## src/rtl/riscv_pkg.sv

```systemverilog
// Shared defaults and types for the register scoreboard.
package riscv_pkg;

    localparam int RF_ADDR_WIDTH_DEF = 5;
    localparam int CNT_WIDTH_DEF     = 2;

    typedef logic [RF_ADDR_WIDTH_DEF-1:0] rf_addr_t;
    typedef logic [CNT_WIDTH_DEF-1:0]     sb_cnt_t;

endpackage

```

## src/rtl/riscv_sb_counter.sv

```systemverilog
// One in-flight write counter for a single architectural register.
module riscv_sb_counter
    import riscv_pkg::*;
#(
    parameter int CNT_WIDTH = CNT_WIDTH_DEF
) (
    input  logic clk,
    input  logic rst_n,
    input  logic inc,
    input  logic dec,
    output logic busy,
    output logic at_max,
    output logic underflow
);

    localparam logic [CNT_WIDTH-1:0] CNT_MAX = '1;

    logic [CNT_WIDTH-1:0] cnt;

    // Overflow saturates silently; a release with nothing in flight is sticky-flagged.
    always_ff @(posedge clk or negedge rst_n) begin
        if (!rst_n) begin
            cnt       <= '0;
            underflow <= 1'b0;
        end else if (inc && !dec) begin
            if (cnt != CNT_MAX) begin
                cnt <= cnt + 1'b1;
            end
        end else if (dec && !inc) begin
            if (cnt == '0) begin
                underflow <= 1'b1;
            end else begin
                cnt <= cnt - 1'b1;
            end
        end
    end

    assign busy   = (cnt != '0);
    assign at_max = (cnt == CNT_MAX);

endmodule

```

## src/rtl/riscv_scoreboard.sv

```systemverilog
// Long-latency producer scoreboard: tracks pending writes per register and
// raises the decode stall for RAW/WAW hazards or when any counter is full.
module riscv_scoreboard
    import riscv_pkg::*;
#(
    parameter int RF_ADDR_WIDTH = RF_ADDR_WIDTH_DEF,
    parameter int CNT_WIDTH     = CNT_WIDTH_DEF
) (
    input  logic                        clk,
    input  logic                        rst_n,
    // issue_valid / wb_valid are one-cycle strobes with no ready: each
    // asserted cycle is exactly one event; stall_id is the only backpressure.
    input  logic                        issue_valid,
    input  logic [RF_ADDR_WIDTH-1:0]    issue_rd,
    input  logic                        wb_valid,
    input  logic [RF_ADDR_WIDTH-1:0]    wb_rd,
    input  logic [RF_ADDR_WIDTH-1:0]    rs1_id,
    input  logic [RF_ADDR_WIDTH-1:0]    rs2_id,
    input  logic [RF_ADDR_WIDTH-1:0]    rd_id,
    input  logic                        rs1_used_id,
    input  logic                        rs2_used_id,
    input  logic                        rd_write_id,
    output logic                        stall_id,
    output logic [2**RF_ADDR_WIDTH-1:0] busy_vec,
    output logic                        full,
    output logic                        err_underflow
);

    localparam int NUM_REGS = 2**RF_ADDR_WIDTH;

    logic [NUM_REGS-1:0] busy;
    logic [NUM_REGS-1:0] at_max;
    logic [NUM_REGS-1:0] underflow;

    // x0 is never tracked, so its slot is tied off.
    assign busy[0]      = 1'b0;
    assign at_max[0]    = 1'b0;
    assign underflow[0] = 1'b0;

    for (genvar r = 1; r < NUM_REGS; r++) begin : g_reg
        logic inc;
        logic dec;

        assign inc = issue_valid && (issue_rd == RF_ADDR_WIDTH'(r));
        assign dec = wb_valid && (wb_rd == RF_ADDR_WIDTH'(r));

        riscv_sb_counter #(
            .CNT_WIDTH (CNT_WIDTH)
        ) u_cnt (
            .clk       (clk),
            .rst_n     (rst_n),
            .inc       (inc),
            .dec       (dec),
            .busy      (busy[r]),
            .at_max    (at_max[r]),
            .underflow (underflow[r])
        );
    end

    logic raw_rs1;
    logic raw_rs2;
    logic waw_rd;

    // Uses the registered state only, so a same-cycle writeback cannot release the stall.
    assign raw_rs1 = rs1_used_id && (rs1_id != '0) && busy[rs1_id];
    assign raw_rs2 = rs2_used_id && (rs2_id != '0) && busy[rs2_id];
    assign waw_rd  = rd_write_id && (rd_id != '0) && busy[rd_id];

    assign busy_vec      = busy;
    assign full          = |at_max;
    assign err_underflow = |underflow;
    assign stall_id      = raw_rs1 || raw_rs2 || waw_rd || full;

endmodule

```

## config.mk

```make
export PLATFORM = sky130hd
export DESIGN_NAME = riscv_scoreboard
export DESIGN_NICKNAME = d
export VERILOG_FILES = /design/src/rtl/riscv_pkg.sv /design/src/rtl/riscv_sb_counter.sv /design/src/rtl/riscv_scoreboard.sv
export SDC_FILE = /design/constraint.sdc
export NUM_CORES = 1
export LEC_CHECK = 0
export CORE_ASPECT_RATIO = 0.8
export CORE_MARGIN = 3
export CORE_UTILIZATION = 48
export CTS_BUF_LIST = sky130_fd_sc_hd__clkbuf_8
export DETAILED_ROUTE_END_ITERATION = 10
export PLACE_DENSITY = 0.7
export REMOVE_ABC_BUFFERS = 1
export SYNTH_ARGS = -nofsm -noshare
export SYNTH_HDL_FRONTEND = slang
export SYNTH_SLANG_ARGS = --single-unit
export TNS_END_PERCENT = 10
```

## constraint.sdc

```tcl
create_clock -name clk -period 3.8 [get_ports clk]
set_clock_uncertainty 0.2 [all_clocks]
set_input_delay 0.76 -clock clk [delete_from_list [all_inputs] [get_ports clk]]
set_output_delay 0.76 -clock clk [all_outputs]
set_load 0.05 [all_outputs]
```

==> results.cfg <==
[status]
outcome = completed

[pwr]
power_leakage_nw = 3.09
power.ir.vdd_worst_v = 0.000252
report.power.total_mw = 3.23
cellPowerDensity_nw_per_um2 = 448

[layout]
sequential_cell_area_um2 = 2330
finish.net_count = 849
n_antenna_cell = 0
area.growth.synth_to_final_pct = 15.9
filler_cell_count = 1151
multiInputGateArea_um2 = 3430
fraction_of_final_layout_cells_with_drive_strength_greater_than_1 = 0.105

[synth]
synth_ff_type = sky130_fd_sc_hd__dfrtp_1
synth_largest_type_area_fraction = 0.374
yosysSeqAreaShare = 0.374
syn_area_per_cell_um2 = 8.05
synth_top_cells_by_count = 107 x sky130_fd_sc_hd__nor2_1, 93 x sky130_fd_sc_hd__dfrtp_1, 92 x sky130_fd_sc_hd__nand2_1
netlist_top_cells_area = sky130_fd_sc_hd__dfrtp_1 37%, sky130_fd_sc_hd__nor2_1 6.5%, sky130_fd_sc_hd__nand2_1 5.6%
ys_seq_elements = 93
synth_cell_type_count = 62
yosys.area.top_type = sky130_fd_sc_hd__dfrtp_1
synth_edf_count = 0
synthesis.instances = 772
synth-async-reset-ratio = 1.00
yosys.cell_count.top_type = sky130_fd_sc_hd__nor2_1
synth_warnings = 0
syn_area_um2 = 6220

[cts]
htree_num_levels = 3
cts_tree = done
cts-buffers-inserted = 9
cts.path.max_buffers = 2
cts_clock_pin_slew_for_the_worst_setup_and_hold_paths_ns = 0.09
clock-sinks = 93
cts_hold_buffers = 0
clock_latency_ns = 0.39
clk_root_buffer_cell = sky130_fd_sc_hd__clkbuf_8

[critical_path]
arrival_ns = 2.80
worstSetupPathType = in -> out
crit_path_max_fanout = 11
crit_chain = clkdlybuf4s50_1 -> nand2_1 -> a2111oi_0 -> nor4_1 -> o21ai_0 -> nor3_1 -> nand4_1 -> buf_12
cp_slowest_stage_delay_ns = 0.64
end_kind = primary output
kind_of_launch_point_of_the_worst_setup_path = input port
required_ns = 2.84
slowest_stage = sky130_fd_sc_hd__clkdlybuf4s50_1

[grt]
grt_util_all_layers = 0.294
grt_antenna_before_repair = 1
grt_start_max_net_pins = 56
wire_length_of_the_first_global_routing_pass_mm = 32.6
grt_pass1_vias = 5937
global_route.overflow_total = 0

[route]
postRouteAntennaNets = 0
post_drt_via_cell_ratio = 6.27
drcViolationCount = 0
dr.pass1.iters = 5
route.final.wire_length_mm = 20.7
detail_route.iter0.violations = 547
wl_cell_um = 20.8
route.vias.total = 6231

[sta]
post-route-period-util = 0.990
finalHoldWorstSlack_ns = 0.225
max_clock_freq_mhz = 266
finalWorstPathRequiredPeriod_ns = 3.76
finalSetupViolations = 0
finalMaxSlewViolations = 0
worst_slew_margin_relative_to_its_limit = 0.462
max_slew.worst_pin.slew_ns = 0.801
hold_viol_final = 0

[min_path]
hold_class = in -> async

[floorplan]
core_um2 = 12400
initial_core_util = 0.500
fp.dieH_um = 108
die-area_um2 = 14400
die_width_um = 133
num_rows = 36
design.portCount = 67

[run]
cap_viol_max_count = 0

[placed_design]
gp_routability_congestion = 0.953
detailedPlacementHpwl_mm = 16.1
buffer_ports.inserted = 65
## metrics by stage
step | utilization | instances | TNS (ns) | setup slack, ns | instance area, um2
after floorplan | - | 711 | 0 | 0.125 | 5860
after global placement | 0.555 | 970 | -0.131 | -0.131 | 6900
after detailed placement | 0.555 | 970 | -0.177 | -0.177 | 6900
after CTS | 0.571 | 987 | 0 | 0.00119 | 7090
after global routing | 0.580 | 993 | -0.00828 | -0.00828 | 7210
final | 0.580 | 993 | 0 | 0.0363 | 7210
## path summary, 6_finish.rpt
path                            slack [ns]                     start                        end  cells past startpoint
worst max-delay path                  0.04                 rs1_id[0]                   stall_id                      8
worst min-delay path                  0.23                     rst_n     g_reg[31].u_cnt.cnt[0]                      1
max in group asynchronous             2.38                     rst_n  g_reg[30].u_cnt.underflow                      2
worst min register to register        0.27  g_reg[9].u_cnt.underflow   g_reg[9].u_cnt.underflow                      1
worst max register to register        2.27     g_reg[4].u_cnt.cnt[0]   g_reg[4].u_cnt.underflow                      3
min in group clk                      0.27  g_reg[9].u_cnt.underflow   g_reg[9].u_cnt.underflow                      1
## cell type report
cell class	instances	share of cell area
Clock buffer	9	0.0172
Clock inverter	7	0.00729
Inverter	41	0.0214
Multi-Input combinational cell	577	0.476
Sequential cell	93	0.323
Tap cell	171	0.0297
Timing Repair Buffer	95	0.125
## per-layer routing
layer / GRT usage / wire [um]
met3: 0.104 / 2170
met4: 0.0984 / 678
met2: 0.450 / 9090
met5: 0 / 13
met1: 0.390 / 8710
## worst max-delay path: cells and delay by family
kind / cells / cell delay, ns
AOI/OAI and AO/OA: 2 / 0.21
and+or+nand+nor: 4 / 0.97
buffers and inverters: 2 / 0.84
## flip-flops by register name, indices dropped and copies added (netlist names)
| signal | count |
|---|---|
| g.u_cnt.underflow | 31 |
| g.u_cnt.cnt | 62 |
## cells in the final DEF (no fill, tap or decap), drive strengths merged, types with 10 or more instances in the layout
master,Yosys,final
a22oi,12,12
buf,38,32
a21oi,60,60
nor2,107,107
nand2b,11,11
a21o,19,19
o21ai,38,38
dfrtp,93,93
o22ai,10,10
nor4,10,10
nand3,24,24
mux4,15,15
o21bai,16,16
nor3,38,38
clkdlybuf4s50,0,56
inv,41,41
nand2,92,92
or2,11,11
and3,10,10
## logic make-up after synthesis
family                 after synthesis  synth area share
multiplexers                        20            0.0640
buffers and inverters              102            0.0827
flip-flops                          93             0.374
other                                1          0.000603
AO/OA/AOI/OAI                      197             0.201
AND/OR/NAND/NOR                    359             0.277
## where the power goes
part           switching [mW]  leakage, nW  internal [mW]  total (mW)
clock network           0.385       0.0891          0.240       0.624
logic                   0.669         1.88          0.462        1.13
registers               0.277         1.12           1.20        1.47
total                    1.33         3.09           1.90        3.23
## timing repair
action,4_1_cts,5_1_grt
endpoints found under the setup margin,1,1
resized for setup,3,25
setup buffers,1,6
pin swaps,1,4
Note: power is estimated with default switching activity, not from simulation.
